[src/rtl/uart_tx_arbiter.sv]
// Round-robin arbiter sharing one UART transmitter among NUM_REQ byte streams.
// A grant stays locked until end of packet, MAX_BURST bytes, or LOCK_TIMEOUT idle cycles.
module uart_tx_arbiter #(
  parameter int  NUM_REQ      = 4,
  parameter int  MAX_BURST    = 16,
  parameter int  LOCK_TIMEOUT = 64,
  localparam int ID_W         = $clog2(NUM_REQ)
) (
  input  logic                 clk,
  input  logic                 reset,
  input  logic [NUM_REQ-1:0]   req_valid,
  input  logic [8*NUM_REQ-1:0] req_data,
  input  logic [NUM_REQ-1:0]   req_last,
  output logic [NUM_REQ-1:0]   req_ready,
  output logic                 send_request,
  output logic [7:0]           tx_data,
  input  logic                 tx_busy,
  input  logic                 tx_done,
  output logic                 grant_valid,
  output logic [ID_W-1:0]      grant_id,
  output logic [15:0]          bytes_sent
);

  typedef enum logic [1:0] {IDLE, LOAD, SEND, WAIT_DONE} state_e;

  state_e              state_q, state_d;
  logic [ID_W-1:0]     ptr_q, ptr_d;
  logic [ID_W-1:0]     grant_id_q, grant_id_d;
  logic                grant_valid_q, grant_valid_d;
  logic [7:0]          burst_q, burst_d;
  logic [15:0]         timeout_q, timeout_d;
  logic                last_q, last_d;
  logic [7:0]          tx_data_q, tx_data_d;
  logic [NUM_REQ-1:0]  req_ready_q, req_ready_d;
  logic                send_request_q, send_request_d;
  logic [15:0]         bytes_sent_q, bytes_sent_d;

  logic [ID_W:0]       pick;
  logic [ID_W-1:0]     next_ptr;
  logic                sel_valid;
  logic                sel_last;
  logic [7:0]          sel_data;
  logic                timeout_hit;
  logic                burst_full;
  logic                release_grant;

  // MSB flags a hit; lowest offset from the pointer wins since it is written last.
  function automatic logic [ID_W:0] rr_pick(input logic [NUM_REQ-1:0] vld,
                                            input logic [ID_W-1:0]    ptr);
    logic [ID_W:0] res;
    int            idx;
    res = '0;
    for (int k = NUM_REQ - 1; k >= 0; k--) begin
      idx = int'(ptr) + k;
      if (idx >= NUM_REQ) idx = idx - NUM_REQ;
      if (vld[ID_W'(idx)]) res = {1'b1, ID_W'(idx)};
    end
    return res;
  endfunction

  assign pick        = rr_pick(req_valid, ptr_q);
  assign sel_valid   = req_valid[grant_id_q];
  assign sel_last    = req_last[grant_id_q];
  assign sel_data    = req_data[{grant_id_q, 3'b000} +: 8];
  assign timeout_hit = ({1'b0, timeout_q} + 17'd1) == 17'(LOCK_TIMEOUT);
  assign burst_full  = (burst_q == 8'(MAX_BURST));
  assign next_ptr    = (grant_id_q == ID_W'(NUM_REQ - 1)) ? '0 : grant_id_q + 1'b1;

  assign release_grant = ((state_q == LOAD) && !sel_valid && timeout_hit) ||
                         ((state_q == WAIT_DONE) && tx_done && (last_q || burst_full));

  always_ff @(posedge clk or negedge reset) begin
    if (!reset) state_q <= IDLE;
    else        state_q <= state_d;
  end

  always_comb begin
    state_d = state_q;
    case (state_q)
      IDLE:      if (pick[ID_W]) state_d = LOAD;
      LOAD:      if (sel_valid) state_d = SEND;
                 else if (release_grant) state_d = IDLE;
      SEND:      if (!tx_busy) state_d = WAIT_DONE;
      WAIT_DONE: if (tx_done) state_d = release_grant ? IDLE : LOAD;
      default:   state_d = IDLE;
    endcase
  end

  always_comb begin
    ptr_d          = ptr_q;
    grant_id_d     = grant_id_q;
    grant_valid_d  = grant_valid_q;
    burst_d        = burst_q;
    timeout_d      = timeout_q;
    last_d         = last_q;
    tx_data_d      = tx_data_q;
    req_ready_d    = '0;
    send_request_d = 1'b0;
    bytes_sent_d   = bytes_sent_q;
    case (state_q)
      IDLE: begin
        if (pick[ID_W]) begin
          grant_id_d    = pick[ID_W-1:0];
          grant_valid_d = 1'b1;
          burst_d       = '0;
          timeout_d     = '0;
        end
      end
      LOAD: begin
        if (sel_valid) begin
          req_ready_d = NUM_REQ'(1) << grant_id_q;
          tx_data_d   = sel_data;
          last_d      = sel_last;
          burst_d     = burst_q + 8'd1;
          timeout_d   = '0;
        end else begin
          timeout_d = timeout_q + 16'd1;
        end
      end
      SEND:      send_request_d = !tx_busy;
      WAIT_DONE: if (tx_done) bytes_sent_d = bytes_sent_q + 16'd1;
      default: ;
    endcase
    // Release overrides the per-state updates; grant_id deliberately keeps its value.
    if (release_grant) begin
      grant_valid_d = 1'b0;
      ptr_d         = next_ptr;
      timeout_d     = '0;
    end
  end

  always_ff @(posedge clk or negedge reset) begin
    if (!reset) begin
      ptr_q          <= '0;
      grant_id_q     <= '0;
      grant_valid_q  <= 1'b0;
      burst_q        <= '0;
      timeout_q      <= '0;
      last_q         <= 1'b0;
      tx_data_q      <= '0;
      req_ready_q    <= '0;
      send_request_q <= 1'b0;
      bytes_sent_q   <= '0;
    end else begin
      ptr_q          <= ptr_d;
      grant_id_q     <= grant_id_d;
      grant_valid_q  <= grant_valid_d;
      burst_q        <= burst_d;
      timeout_q      <= timeout_d;
      last_q         <= last_d;
      tx_data_q      <= tx_data_d;
      req_ready_q    <= req_ready_d;
      send_request_q <= send_request_d;
      bytes_sent_q   <= bytes_sent_d;
    end
  end

  assign req_ready    = req_ready_q;
  assign send_request = send_request_q;
  assign tx_data      = tx_data_q;
  assign grant_valid  = grant_valid_q;
  assign grant_id     = grant_id_q;
  assign bytes_sent   = bytes_sent_q;

endmodule

[config.mk]
export PLATFORM = sky130hd
export DESIGN_NAME = uart_tx_arbiter
export DESIGN_NICKNAME = d
export VERILOG_FILES = /design/src/rtl/uart_tx_arbiter.sv
export SDC_FILE = /design/constraint.sdc
export NUM_CORES = 1
export LEC_CHECK = 0
export CAP_MARGIN = 20
export CORE_MARGIN = 5
export CORE_UTILIZATION = 46
export CTS_BUF_LIST = sky130_fd_sc_hd__clkbuf_8 sky130_fd_sc_hd__clkbuf_16
export CTS_CLUSTER_DIAMETER = 50
export DETAILED_ROUTE_END_ITERATION = 10
export PLACE_DENSITY = 0.83
export SLEW_MARGIN = 5
export SYNTH_ARGS = -nofsm -noshare
export SYNTH_HDL_FRONTEND = slang
export SYNTH_SLANG_ARGS = --single-unit
[constraint.sdc]
create_clock -name clk -period 2.6 [get_ports clk]
set_input_delay 0.26 -clock clk [delete_from_list [all_inputs] [get_ports clk]]
set_output_delay 0.26 -clock clk [all_outputs]
set_load 0.02 [all_outputs]
==> reports/results.tsv <==
metric	value	unit
outcome	completed	
synth_top_family_by_area	simple AND/OR/NAND/NOR gates	
seqCellArea	1526	µm²
postSynthAreaPerCell	9.625	µm²
wl_per_cell	15.00	µm
slowest_delay	540	ps
grtUsageTotal	19.83	%
via_per_inst	5.382	
fin_total_pwr	0.003561	W
max_cap_violations	0	
synth_edf_count	0	
drtIter0Drc	143	
rsz0062_at_grt	yes	
cts_setup_buffers	0	
worstPathMaxFanout	3	
die_y	95.33	µm
dp_hpwl	6128	µm
yosysMostFrequentCell	dfrtp_1	
clk_latency	340	ps
fin_tns_setup	0	ps
clk_pin_slew_worst_paths	70	ps
port_buffers	75	
synth_xor_area_share	7.060	%
setup_ws	158.7	ps
vias	2944	
setup_viol	0	
nFillCells	557	
multi_input_comb_area	1727	µm²
critPathArrivalTime	2660	ps
ios	76	
rows	31	
numCtsBuffers	9	
synth_top_area_share	45.57	%
ctsHtreeMaxLevel	3	
synthesis.nets	401	
synthMuxAreaShare	8.704	%
dp_slack	-159.7	ps
path_cells	mux4_2, nor2_1, o211ai_1, or3_1, nor4_2, nor2_1, mux2_1	
ys_warn_count	0	
grt_pass1_wl	13810	µm
end_kind	register	
postRouteAntennaNets	0	
min_path_type	in -> async	
synth_seq_area_share	45.57	%
design_area	4543	µm²
yosys.area_share.adder	3.362	%
rrSetupSlack	160	ps
ctsRootBufferMaster	clkbuf_8	
fp.dieW	95.33	µm
diodes	0	
drc	0	
ff2ff_path_depth	7	
antenna_found_initial	0	
cp_common_cell	nor2_1	
utilization	63.31	%
gp_congestion	0.9034	
synth_seq_cells	61	
nets	496	
syn_inst	348	
synth_compound_gate_area_share	9.451	%
cts_buffer_depth	2	
grt_max_degree	45	
period_share	93.89	%
drive_above_1_share	12.50	%
netlist-cell-type-count	46	
cpMaxStageDelayCell	mux4_2	
synth-main-ff-cell	dfrtp_1	
tightestPinTransition	580.5	ps
cts_num_sinks	61	
worst_ep_required_time	2820	ps
min_period	2441	ps
timing.rr.end	ptr_q[0]	
start_util	46.68	%
async_flop_share	100.0	%
fmax	0.4096	GHz
core_area	7176	µm²
hold_violations	0	
drt-pass1-iter-count	4	
ir_drop	0.5074	mV
slew_violations	0	
relSlewSlack	61.30	%
routed_wl	8207	µm
netlist_area	3349	µm²
reg2reg_from	grant_id[0]	
dieArea	9088	µm²
cts_tree	built	
grt_overflow	0	
setup.worst_path.start_class	register	
fin_skew	15.33	ps
leakagePower	1.987	nW
synth-simple-area-share	22.49	%
power-per-cell-area	783.9	nW/µm²
synthTopCellsByArea	dfrtp_1 46%, mux4_2 7.4%, nand2_1 6.7%, xnor2_1 4.7%, ha_1 3.4%	
area_growth	35.64	%
synth_common_cells	61 x dfrtp_1, 60 x nand2_1, 28 x nor2_1	
yosysTopAreaCell	dfrtp_1	
first_global_vias	3009	
placedInstanceArea	4348	µm²
crit_type	reg -> reg	
==> state kept, by name, indices dropped and copies added (netlist names), named ones only <==
| register | flops |
|---|---|
| burst_q | 8 |
| bytes_sent | 16 |
| grant_id | 2 |
| grant_valid | 1 |
| last_q | 1 |
| ptr_q | 2 |
| req_ready | 4 |
| send_request | 1 |
| state_q | 1 |
| timeout_q | 16 |
| tx_data | 8 |
==> critical path, delay by kind of cell, from the launching register on <==
family,cells,cell delay [ps]
flops,1,380
compound gates,1,100
mux,2,870
simple gates,4,970
==> how the worst max path moves through the flow <==
stage | start | to
after global routing | grant_id[0] | ptr_q[0]
after detailed placement | req_valid[2] | timeout_q[11]
final | grant_id[0] | ptr_q[0]
after CTS | grant_id[0] | timeout_q[11]
after floorplan | grant_id[0] | ptr_q[0]
after global placement | req_valid[3] | timeout_q[11]
==> routing by layer <==
layer / vias up / wire [µm] / GRT usage, %
met5: - / 0 / 0
met4: 0 / 155 / 9.014
met3: 12 / 646 / 5.919
met2: 106 / 4035 / 32.83
met1: 1414 / 3370 / 23.72
li1: 1412 / - / -
==> cell usage in the layout, fill, tap and decap left out, types with 11 or more instances in the layout <==
master           count
nand2_1             60
clkdlybuf4s50_1     74
nor2_1              28
xnor2_1             18
nand3_1             15
buf_4               23
inv_1               15
o21ai_1             15
dfrtp_1             61
mux4_2              11
==> kinds of logic (layout without fill, tap and decap cells) <==
logic type,after synthesis,count (layout)
compound gates,50,50
xor+xnor,27,27
fa+ha+maj,9,9
buf+inv,29,129
flops,61,61
mux,15,15
simple gates,157,157
==> where the power goes <==
| part | switching (W) | internal, W |
|---|---|---|
| registers | 0.000165 | 0.00115 |
| clock network | 0.000364 | 0.000361 |
| logic | 0.000818 | 0.000706 |
| total | 0.00135 | 0.00221 |
==> cell type report <==
cell class	count	share of cell area, %
multi-input combinational	258	38.01
sequential	61	33.60
timing repair buffer	100	20.88
clock buffer	10	3.029
tap	99	2.727
inverter	13	1.074
clock inverter	6	0.6885
==> stage by stage <==
step | cells | hold WS [ps]
after global placement | 530 | 217.1
final | 547 | 413.4
after detailed placement | 530 | 219.2
after global routing | 547 | 453.6
after CTS | 547 | 430.8
after floorplan | 348 | -35.59
==> timing repair <==
action	CTS	global route
endpoints found under the hold margin	17	0
resized for setup	0	4
endpoints found under the setup margin	0	7
hold buffers	1	0
(Power assumes the default switching activity.)
